File: src/rtl/local_port_arbiter.sv
// Round-robin injection arbiter for one router local port: one send per slot,
// a fixed idle gap after every send, and per-step packet counting.
//
// state | meaning
// IDLE  | arbitrate, or close a pending step
// SEND  | write strobe/grant asserted for the winner
// GAP   | enforced idle cycles after a send
// CLOSE | step closing; step_done and count clear land on exit
module local_port_arbiter #(
  parameter int NUM_REQ     = 4,
  parameter int PACKET_SIZE = 32,
  parameter int GAP_CYCLES  = 4,
  parameter int CNT_WIDTH   = 10
) (
  input  logic                           rt_clk,
  input  logic                           rt_reset,
  input  logic [NUM_REQ-1:0]             req,
  input  logic [NUM_REQ*PACKET_SIZE-1:0] packet_in,
  input  logic                           port_full,
  input  logic                           step_end,
  output logic                           write_req,
  output logic [PACKET_SIZE-1:0]         spike_packet,
  output logic [NUM_REQ-1:0]             grant,
  output logic                           step_done,
  output logic [CNT_WIDTH-1:0]           sent_count
);

  localparam int PTR_W     = $clog2(NUM_REQ);
  localparam int GAP_W     = (GAP_CYCLES > 1) ? $clog2(GAP_CYCLES) : 1;
  localparam int GAP_LAST  = (GAP_CYCLES > 0) ? GAP_CYCLES - 1 : 0;

  typedef enum logic [1:0] {IDLE, SEND, GAP, CLOSE} state_t;

  state_t               state;
  logic [PTR_W-1:0]     ptr;
  logic [GAP_W-1:0]     gap_cnt;
  logic                 step_pending;

  logic                 win_found;
  logic [PTR_W-1:0]     win_idx;
  logic [PTR_W-1:0]     ptr_next;

  // First requester at or after the pointer, wrapping.
  always_comb begin
    int idx;
    idx       = 0;
    win_found = 1'b0;
    win_idx   = '0;
    for (int k = 0; k < NUM_REQ; k++) begin
      idx = int'(ptr) + k;
      if (idx >= NUM_REQ) idx = idx - NUM_REQ;
      if (!win_found && req[idx]) begin
        win_found = 1'b1;
        win_idx   = PTR_W'(idx);
      end
    end
  end

  assign ptr_next = (win_idx == PTR_W'(NUM_REQ - 1)) ? '0 : win_idx + 1'b1;

  always_ff @(posedge rt_clk) begin
    if (rt_reset) begin
      state        <= IDLE;
      ptr          <= '0;
      gap_cnt      <= '0;
      step_pending <= 1'b0;
      write_req    <= 1'b0;
      spike_packet <= '0;
      grant        <= '0;
      step_done    <= 1'b0;
      sent_count   <= '0;
    end else begin
      write_req <= 1'b0;
      grant     <= '0;
      step_done <= 1'b0;
      if (step_end) step_pending <= 1'b1;

      case (state)
        IDLE: begin
          // A step_end arriving this cycle is consumed by the close it triggers.
          if (step_pending || step_end) begin
            state        <= CLOSE;
            step_pending <= 1'b0;
          end else if (win_found && !port_full) begin
            state          <= SEND;
            write_req      <= 1'b1;
            grant[win_idx] <= 1'b1;
            spike_packet   <= packet_in[int'(win_idx)*PACKET_SIZE +: PACKET_SIZE];
            ptr            <= ptr_next;
            if (sent_count != '1) sent_count <= sent_count + 1'b1;
          end
        end
        SEND: begin
          gap_cnt <= '0;
          state   <= (GAP_CYCLES > 0) ? GAP : IDLE;
        end
        GAP: begin
          if (gap_cnt == GAP_W'(GAP_LAST)) begin
            gap_cnt <= '0;
            state   <= IDLE;
          end else begin
            gap_cnt <= gap_cnt + 1'b1;
          end
        end
        CLOSE: begin
          step_done  <= 1'b1;
          sent_count <= '0;
          state      <= IDLE;
        end
        default: state <= IDLE;
      endcase
    end
  end

endmodule

File: config.mk
export PLATFORM = sky130hd
export DESIGN_NAME = local_port_arbiter
export DESIGN_NICKNAME = d
export VERILOG_FILES = /design/src/rtl/local_port_arbiter.sv
export SDC_FILE = /design/constraint.sdc
export NUM_CORES = 1
export LEC_CHECK = 0
export ABC_AREA = 1
export CAP_MARGIN = 5
export CORE_MARGIN = 4
export CORE_UTILIZATION = 40
export CTS_CLUSTER_DIAMETER = 30
export DETAILED_ROUTE_END_ITERATION = 10
export PLACE_DENSITY = 0.79
export SETUP_SLACK_MARGIN = 0.5
export SYNTH_ARGS = -nofsm -noshare
export SYNTH_HDL_FRONTEND = slang
export SYNTH_SLANG_ARGS = --single-unit
File: constraint.sdc
create_clock -name rt_clk -period 2.05 [get_ports rt_clk]
set_input_delay 0.3075 -clock rt_clk [delete_from_list [all_inputs] [get_ports rt_clk]]
set_output_delay 0.3075 -clock rt_clk [all_outputs]
set_load 0.01 [all_outputs]
==> flow_summary.toml <==
[yosys]
async_flop_share_pct = 0
yosys_warnings = 0
synth_area_leader_cell = "dfxtp_1"
synthTopCellsByCount = "inv_1 (189), nand2_1 (160), nand3_1 (108), nand4_1 (66), dfxtp_1 (55)"
yosysMostFrequentCell = "inv_1"
syn_area_per_cell_um2 = 5.918
synthTopCellsByArea = "dfxtp_1 (25%), inv_1 (16%), nand2_1 (14%)"
ys_types = 24
synth_flop_cell = "dfxtp_1"
yosysTopAreaCellShare_pct = 25.11
syn-num-nets = 887
syn_area_um2 = 4385
synth_seq_cells = 55
synthCells = 741
seq_area_frac_synth_pct = 25.11
synth_edf_count = 0

[place]
portBuffers = 183
pre_cts_ws_ns = -0.1770
hpwl_um = 10510
gp_congestion = 0.8664
placed_cells = 1049

[clock_tree]
cts_tree = "built"
cts_buffers = 5
cts_hold_buf = 0
cts_sinks = 55
h-tree-depth = 2
cts_buffer_depth = 2
path_clk_slew_ns = 0.12
root_buffer = "clkbuf_8"
insertion_delay_ns = 0.32

[timing]
finalSetupViolCount = 0
min_period_over_period_pct = 99.91
maxSlewViolCount = 0
slew_headroom_pct = 79.77
finClkSkew_ns = 0.01587
rsz0062_at_grt = "yes"
finalHoldViolCount = 0
fin_ws_ns = 0.001789
setup_tns_ns = 0
maxClockFrequency_ghz = 0.4882
tightestPinTransition_ns = 0.3002
period_needed_ns = 2.048

[floorplanning]
dieArea_um2 = 12700
ios = 184
start_util_pct = 41.73
core_um2 = 10510
die_x_um = 112.7
dieHeight_um = 112.7
row_count = 37

[power]
finalPower_w = 0.008286
leakagePower_nw = 4.285
ir_worst_vdd_uv = 639.1
p_per_area_nw_per_um2 = 1065

[worst_setup_path]
cp_slowest_stage_delay_ns = 0.41
r2r-start = "ptr[0]$_SDFFE_PP0P_"
crit_path_start = "ptr[0]$_SDFFE_PP0P_"
crit_fanout = 6
cp_common_cell = "nand2_4"
end_kind = "register"
required_ns = 2.29
arrival_ns = 2.29
cpLargestDelayFamily = "simple AND/OR/NAND/NOR gates"
path_cells = "buf_6, nand2_4, nand2_4, nand2_2, nand2_2, nor2_4, buf_6, nand4_1, nand2_4, inv_8, ha_4, o21ai_2, a21oi_2"
cp-start-kind = "register"
crit_type = "register to register"
slowest_stage = "dfxtp_4"
critPathBufInv = 3

[hold_path]
hold_class = "register to register"
hold_start = "sent_count[9]$_SDFFE_PP0P_"

[cells_and_area]
drive_gt1_share_pct = 20.06
nNetsFinal = 1092
nFillCells = 795
final_util_pct = 74.04
antenna_cells = 0
fin_cells = 1083
areaGrowthSynthToFinish_pct = 77.43

[route]
wl_um = 16840
wl_per_cell_um = 15.55
drtAntennaViolNets = 0
dr.pass1.iters = 7
drt_iter0_drc = 457
drc = 0
routed_via_density = 5.096
vias = 5519

[run]
cap_violations = 0

[grt]
grt_usage_pct = 23.64
grt_max_degree = 39
antenna_found_initial = 0
grt_pass1_vias = 5057
grt_overflow = 0
grt_pass1_wl_um = 24850

[status]
status = "completed"
-- kinds of logic after synthesis --
logic type	count (synthesis)	share of synthesized area (%)
flops	55	25.11
xor+xnor	5	0.9985
fa+ha+maj	10	2.853
compound gates	58	8.502
buf+inv	242	22.74
simple gates	371	39.80
-- power breakdown --
part / switching (W) / total (W) / internal [W]
combinational: 0.00329 / 0.00620 / 0.00290
sequential: 0.000141 / 0.00143 / 0.00129
clock: 0.000411 / 0.000663 / 0.000252
total: 0.00384 / 0.00829 / 0.00444
-- metrics by stage --
stage,cell area [µm²],hold slack (ns)
3_5_place_dp,6633,0.4946
6_report,7781,0.4978
2_1_floorplan,4474,0.4612
5_1_grt,7781,0.5188
4_1_cts,7266,0.4966
3_3_place_gp,6633,0.4808
-- area by class of cell --
cell class                 count  area [µm²]  share of cell area (%)
clock buffer                   5       68.82                  0.8844
multi-input combinational    444        2814                   36.16
tap                          136       170.2                   2.187
sequential                    55        1126                   14.47
clock inverter                 3       27.53                  0.3538
timing repair buffer         245        2815                   36.18
inverter                     195       759.5                   9.760
-- sequential cells by signal, summed over array words and instances (netlist names) --
register / cells
spike_packet: 32
sent_count: 10
ptr: 2
step_done: 1
grant: 4
gap_cnt: 2
write_req: 1
state: 2
step_pending: 1
-- per-layer routing --
metal	track usage, %	wire (µm)	vias up
met2	40.84	8471	211
met3	5.348	1119	33
met1	29.41	6787	2540
met5	0	0	-
li1	-	-	2735
met4	6.811	465	0
-- placed cells by master, fill, tap and decap left out, types with 25 or more instances in the layout --
master and count:
clkdlybuf4s50_1 139, nand2_1 133, nand4_1 66, dfxtp_1 43, nand3_1 62, nand3_2 42, o21a_1 33, dlymetal6s2s_1 25
inv_1 184
-- worst min-delay path, stage by stage, from the launching register on --
cell,delay (ns)
dfxtp_2,0.36
nand2_1,0.06
a21oi_1,0.05
-- repair_timing --
item                                   CTS  global route
endpoints found under the hold margin    0             0
gates resized for setup                 97            97
setup endpoints to repair               71            73
pin swaps                               31            42
setup buffers                           12             4
gates cloned                             6             4
-- final timing paths --
path                                                    to  slack [ns]  depth (start not counted)
worst max-delay path                   ptr[1]$_SDFFE_PP0P_       0.002                         13
worst min-delay path            sent_count[9]$_SDFFE_PP0P_        0.50                          2
worst max register to register         ptr[1]$_SDFFE_PP0P_       0.002                         13
worst min register to register  sent_count[9]$_SDFFE_PP0P_        0.50                          2
(Power assumes the default switching activity.)
